`src/rtl/rom_arb_pkg.sv`:
```
// Shared types and constants for the two-port ROM arbiter.
package rom_arb_pkg;

   typedef enum logic [1:0] {
      IDLE = 2'd0,
      WAIT = 2'd1,
      RESP = 2'd2
   } state_t;

   localparam logic REQ_A    = 1'b0;
   localparam logic REQ_B    = 1'b1;
   // B counts as the previous winner out of reset, so A takes the first tie
   localparam logic LAST_RST = REQ_B;

endpackage

```
`src/rtl/rom_arbiter_rr_pick2.sv`:
```
// Combinational two-way picker; ROM_ARB_FIXED_PRIO_EN selects fixed A-first priority.
module rr_pick2
   import rom_arb_pkg::*;
(
   input  logic [1:0] req,
   input  logic       last,
   output logic       winner,
   output logic       any
);

   assign any = |req;

`ifdef ROM_ARB_FIXED_PRIO_EN
   assign winner = req[1] & ~req[0];
`else
   // On a tie the requester that did not win last time goes next
   assign winner = req[1] & (~req[0] | (last == REQ_A));
`endif

endmodule

```
`src/rtl/rom_arbiter.sv`:
```
// Shares one registered-address ROM between requesters A and B.
// Define ROM_ARB_FIXED_PRIO_EN for fixed A-first priority instead of round-robin.
//
// state | meaning
// IDLE  | no access in flight, ready to grant
// WAIT  | address presented to the ROM, counting down the read latency
// RESP  | read word delivered with valid; may grant again in the same cycle
module rom_arbiter
   import rom_arb_pkg::*;
#(
   parameter int AW      = 8,
   parameter int DW      = 8,
   parameter int ROM_LAT = 1
) (
   input  logic          clk,
   input  logic          rst_n,
   input  logic [1:0]    req,
   input  logic [AW-1:0] addr_a,
   input  logic [AW-1:0] addr_b,
   output logic [1:0]    gnt,
   output logic [1:0]    valid,
   output logic [DW-1:0] rd_data,
   output logic [AW-1:0] rom_addr,
   input  logic [DW-1:0] rom_q,
   output logic          busy
);

   localparam int CW = (ROM_LAT < 1) ? 1 : $clog2(ROM_LAT + 1);

   state_t        state, state_nxt;
   logic [CW-1:0] cnt, cnt_nxt;
   logic [1:0]    gnt_nxt, valid_nxt;
   logic [AW-1:0] rom_addr_nxt;
   logic [DW-1:0] rd_data_nxt;
   logic          owner, owner_nxt;
   logic          last;
   logic          winner, any;

   rr_pick2 u_pick (
      .req    (req),
      .last   (last),
      .winner (winner),
      .any    (any)
   );

`ifdef ROM_ARB_FIXED_PRIO_EN
   assign last = LAST_RST;
`else
   always_ff @(posedge clk or negedge rst_n) begin
      if (!rst_n)
         last <= LAST_RST;
      else if ((state != WAIT) && any)
         last <= winner;
   end
`endif

   always_comb begin
      state_nxt    = state;
      cnt_nxt      = cnt;
      gnt_nxt      = '0;
      valid_nxt    = '0;
      rom_addr_nxt = rom_addr;
      rd_data_nxt  = rd_data;
      owner_nxt    = owner;
      case (state)
         IDLE, RESP: begin
            if (any) begin
               state_nxt       = WAIT;
               rom_addr_nxt    = (winner == REQ_B) ? addr_b : addr_a;
               gnt_nxt[winner] = 1'b1;
               cnt_nxt         = CW'(ROM_LAT);
               owner_nxt       = winner;
            end else begin
               state_nxt = IDLE;
            end
         end
         WAIT: begin
            if (cnt != '0) begin
               cnt_nxt = cnt - CW'(1);
            end else begin
               rd_data_nxt      = rom_q;
               valid_nxt[owner] = 1'b1;
               state_nxt        = RESP;
            end
         end
         default: state_nxt = IDLE;
      endcase
   end

   always_ff @(posedge clk or negedge rst_n) begin
      if (!rst_n) begin
         state    <= IDLE;
         cnt      <= '0;
         gnt      <= '0;
         valid    <= '0;
         rom_addr <= '0;
         rd_data  <= '0;
         owner    <= REQ_A;
      end else begin
         state    <= state_nxt;
         cnt      <= cnt_nxt;
         gnt      <= gnt_nxt;
         valid    <= valid_nxt;
         rom_addr <= rom_addr_nxt;
         rd_data  <= rd_data_nxt;
         owner    <= owner_nxt;
      end
   end

   assign busy = (state != IDLE);

endmodule
```
`config.mk`:
```
export PLATFORM = sky130hd
export DESIGN_NAME = rom_arbiter
export DESIGN_NICKNAME = d
export VERILOG_FILES = /design/src/rtl/rom_arb_pkg.sv /design/src/rtl/rom_arbiter_rr_pick2.sv /design/src/rtl/rom_arbiter.sv
export SDC_FILE = /design/constraint.sdc
export NUM_CORES = 1
export LEC_CHECK = 0
export CAP_MARGIN = 20
export CORE_ASPECT_RATIO = 1.5
export CORE_UTILIZATION = 30
export CTS_BUF_LIST = sky130_fd_sc_hd__clkbuf_16
export DETAILED_ROUTE_END_ITERATION = 10
export DONT_BUFFER_PORTS = 1
export SLEW_MARGIN = 20
export SYNTH_ARGS = -nofsm -noshare
export SYNTH_HDL_FRONTEND = slang
export SYNTH_SLANG_ARGS = --single-unit
export TNS_END_PERCENT = 50
```
`constraint.sdc`:
```
create_clock -name clk -period 1.8 [get_ports clk]
set_clock_uncertainty 0.15 [all_clocks]
set_input_delay 0.54 -clock clk [delete_from_list [all_inputs] [get_ports clk]]
set_output_delay 0.54 -clock clk [all_outputs]
set_load 0.1 [all_outputs]
```
---- After elaboration in Yosys (flattened, before gate mapping) ----
Index checks and enable logic that the tools add are counted.
storage, ports and cells
  register bits after elaboration ......... 25
  bits of input ports ..................... 28
  output and inout bits ................... 21
  logic and storage cells ................. 49
cells by class
  add/subtract/negate cells ............... 1
  order comparisons ....................... 4
  equal/unequal tests ..................... 5
  multiplexer cells ....................... 15
  bitwise operators ....................... 5
  reductions and logical operators ........ 11
operators with widths
  cell                   number
  $mux W2                5
  $mux W8                1
  $reduce_and A2 Y1      3
  $mux W1                5
  $lt A1 B2 Y1 const B   2
  $ne A2 B2 Y1 const B   2
  $pmux W2 S2            1
  $reduce_bool A2 Y1     2
  $reduce_or A2 Y1       2
  $logic_and A1 B1 Y1    3
  $not A1 Y1             3
  $demux W1 S1           2
  $eq A2 B1 Y1 const B   1
  $eq A2 B2 Y1 const B   1
  $ge A1 B1 Y1 const B   2
  $logic_not A2 Y1       1
  $ne A2 B1 Y1 const B   1
  $pmux W1 S2            1
  $and A1 B1 Y1          1
  $or A1 B1 Y1           1
  $sub A1 B1 Y1 const B  1

---- Depth between registers and ports, before layout ----
  word-level depth ........................ 9
  depth in mapped cells ................... 4
  gate-level depth less buffers ........... 3

---- Cells and area by module ----
Synthesis repeated with hierarchy kept, for this count alone.
unflattened totals
  cells, all modules ...................... 79
  area, all modules ....................... 1014.7 um^2
modules (own cells, without submodules)
  module       times used  cells an instance  area each (um^2)
  rom_arbiter  1           77                 1001.0
  rr_pick2     1           2                  13.8

---- Worst setup path after synthesis ----
Ideal clock, no wire load.
  path kind ............................... register to output
  start point ............................. register state[0]
  end point ............................... output port busy
  arrival time ............................ 0.924 ns
  data required time ...................... 1.110 ns
  slack ................................... 0.186 ns
  cell stages (with the launch flop) ...... 2
  buffers on the path ..................... 0
  cell sequence ........................... dfrtp_1 -> or2_2
between the ends
  word-level cells in the longest chain between the ends .. 1
RTL lines
  element                   RTL line            source
  start: declaration        rom_arbiter.sv:30   state_t state, state_nxt;
  start signal: assignment  rom_arbiter.sv:100  state <= state_nxt;
  $reduce_bool A2 Y1        rom_arbiter.sv:110  assign busy = (state != IDLE);
  end: declaration          rom_arbiter.sv:25   output logic busy
No other way between the ends.

---- Worst setup path in the final report ----
  start point ............................. register state[1]
  end point ............................... output port busy
The elaborated chain is that of the path after synthesis.

==> metrics.cfg <==
[sta]
rsz0062_at_grt = false
fmax_mhz = 589
tightest_slew_ps = 303
setup_violations = 0
post-route-min-period_ps = 1700
hold_violations = 0
period_share_pct = 94.4
slew_viol_final = 0
max-slew-margin-rel_pct = 79.9
finalSetupTns_ps = 0

[cts]
numCtsBuffers = 3
clock_latency_ps = 250
htree_levels = 1
clock-sinks = 25
cts_tree = done
clk_path_buf_depth = 2
post_cts_buffers = 0
path_clk_slew_ps = 60
clock-root-buffer = clkbuf_16

[drt]
vias = 662
first_iter_violations = 3
drt_first_pass_iters = 2
drc = 0
routed_wl_um = 2060
via_per_inst = 4.73
wire_per_inst_um = 14.7
ant_nets = 0

[synth]
ys_ff_latch = 25
synth_nets = 101
syn-cell-area_um2 = 1000
synth_ff_type = dfrtp_1
ys_async_sr_fraction_pct = 100
synth_edf_count = 0
syn_inst = 73
ys_seq_area_share_pct = 62.7
syn_avg_cell_area_um2 = 13.7
ys_types = 23
yosys_warnings = 0

[hold_path]
hp-start = req[0]
min_path_type = primary input to register
hold-path-cell-count = 1

[worst_setup_path]
cp_top_family = flip-flops
startpoint = state[1]
crit_arrival_ps = 1010
path_buf_inv = 0
path_max_fanout = 2
cpPeakStageDelay_ps = 380
rr_startpoint = state[1]
crit_required_ps = 1110
r2r.worst_path.cells = 3
startpoint_type = register
cp.depth = 1
critPathKind = register to output pin
crit_path_top_delay_cell = dfrtp_1
crit_path_end_kind = output pin
cp_cell_sequence = or2_4

[placed_design]
place.gp.congestion = 0.653
io_buffers = 0
place_hpwl_um = 1570

[floorplanning]
start_util_pct = 31.6
die_x_um = 49.1
num_io_pins = 49
core-area_mm2 = 0.00316
row_count = 25
die_h_um = 72.7
die-area_mm2 = 0.00357

[grt]
grt_max_degree = 26
antenna_found_initial = 0
grt_util_all_layers_pct = 12.3
grt_pass1_wl_um = 3260
grt_overflow = 0
grt_pass1_vias = 715

[cells_and_area]
synthToLayoutAreaGrowth_pct = 35.4
diodes = 0
nFillCells = 317
seq_area_um2 = 627
nNetsFinal = 129
drive_gt1_share_pct = 43.0
multi_input_comb_area_um2 = 349

[status]
status = finished clean

[job]
drv_cap = 0

kinds of logic (layout without fill, tap and decap cells):
logic type | Yosys count | count (layout) | share of synthesized area (%)
multiplexers | 8 | 8 | 9.01
AO/OA/AOI/OAI | 18 | 18 | 15.1
flip-flops | 25 | 25 | 62.7
buffers and inverters | 5 | 32 | 2.63
AND/OR/NAND/NOR | 17 | 17 | 10.5
worst reg2reg max path: stages (launching register included):
cell	delay [ps]
dfrtp_1	380
nand2b_2	240
nor2_4	260
mux2_2	370
cells in the mapped netlist, drive strengths merged, types with 3 or more instances:
| master | n | share of area [%] |
|---|---|---|
| inv | 4 | 1.5 |
| a221o | 5 | 5.0 |
| and2 | 6 | 3.8 |
| dfrtp | 24 | 60 |
| a22oi | 3 | 2.3 |
| a21oi | 4 | 2.0 |
| nor2 | 3 | 2.9 |
| nand2 | 5 | 1.9 |
| mux2 | 8 | 9.0 |
flip-flops by register name, summed over array words and instances (netlist names):
signal / cells
gnt: 2
state: 2
rd_data: 8
last: 1
valid: 2
cnt: 1
owner: 1
rom_addr: 8
per-stage QoR:
step | worst slack (ps) | utilization, % | hold slack (ps) | instance area [µm²] | cells
2_1_floorplan | 186 | - | 94.4 | 1000 | 73
3_3_place_gp | 247 | 39.3 | 95.0 | 1240 | 134
3_5_place_dp | 232 | 39.3 | 95.0 | 1240 | 134
4_1_cts | 96.6 | 42.9 | 195 | 1350 | 140
5_1_grt | 72.1 | 42.9 | 221 | 1350 | 140
6_report | 101 | 42.9 | 209 | 1350 | 140
cell usage in the layout, fill, tap and decap left out, drive strengths merged, types with 3 or more instances in the layout:
cell type	Yosys	final
a21oi	4	4
inv	4	4
mux2	8	8
dfrtp	24	24
a221o	5	5
nand2	5	5
a22oi	3	3
buf	1	23
and2	6	6
clkbuf	0	3
nor2	3	3
repair_timing:
action	CTS	global route
endpoints found under the hold margin	25	0
gates resized for setup	1	0
hold buffers	2	0
endpoints found under the setup margin	1	0
cell type report:
class	count	area share (%)
multi-input combinational	43	25.8
tap	40	3.70
inverter	4	1.11
sequential	25	46.3
clock inverter	1	0.370
clock buffer	3	5.55
timing repair buffer	24	17.2
layer usage:
layer / share of wire (%) / track usage, %
met5: 0 / 0
met4: 1.0 / 4.90
met3: 6.7 / 3.54
met2: 57 / 22.4
met1: 35 / 13.1
final timing paths:
check | to | slack [ps]
worst min register to register | valid[0] | 330
min in group asynchronous | state[1] | 560
max in group asynchronous | last | 720
worst max-delay path | busy | 100
worst max register to register | rd_data[4] | 280
worst min-delay path | last | 210
Power is left out: the tool's default activity adds up to more than one toggle a clock period on the data nets, which glitch-free logic cannot reach.
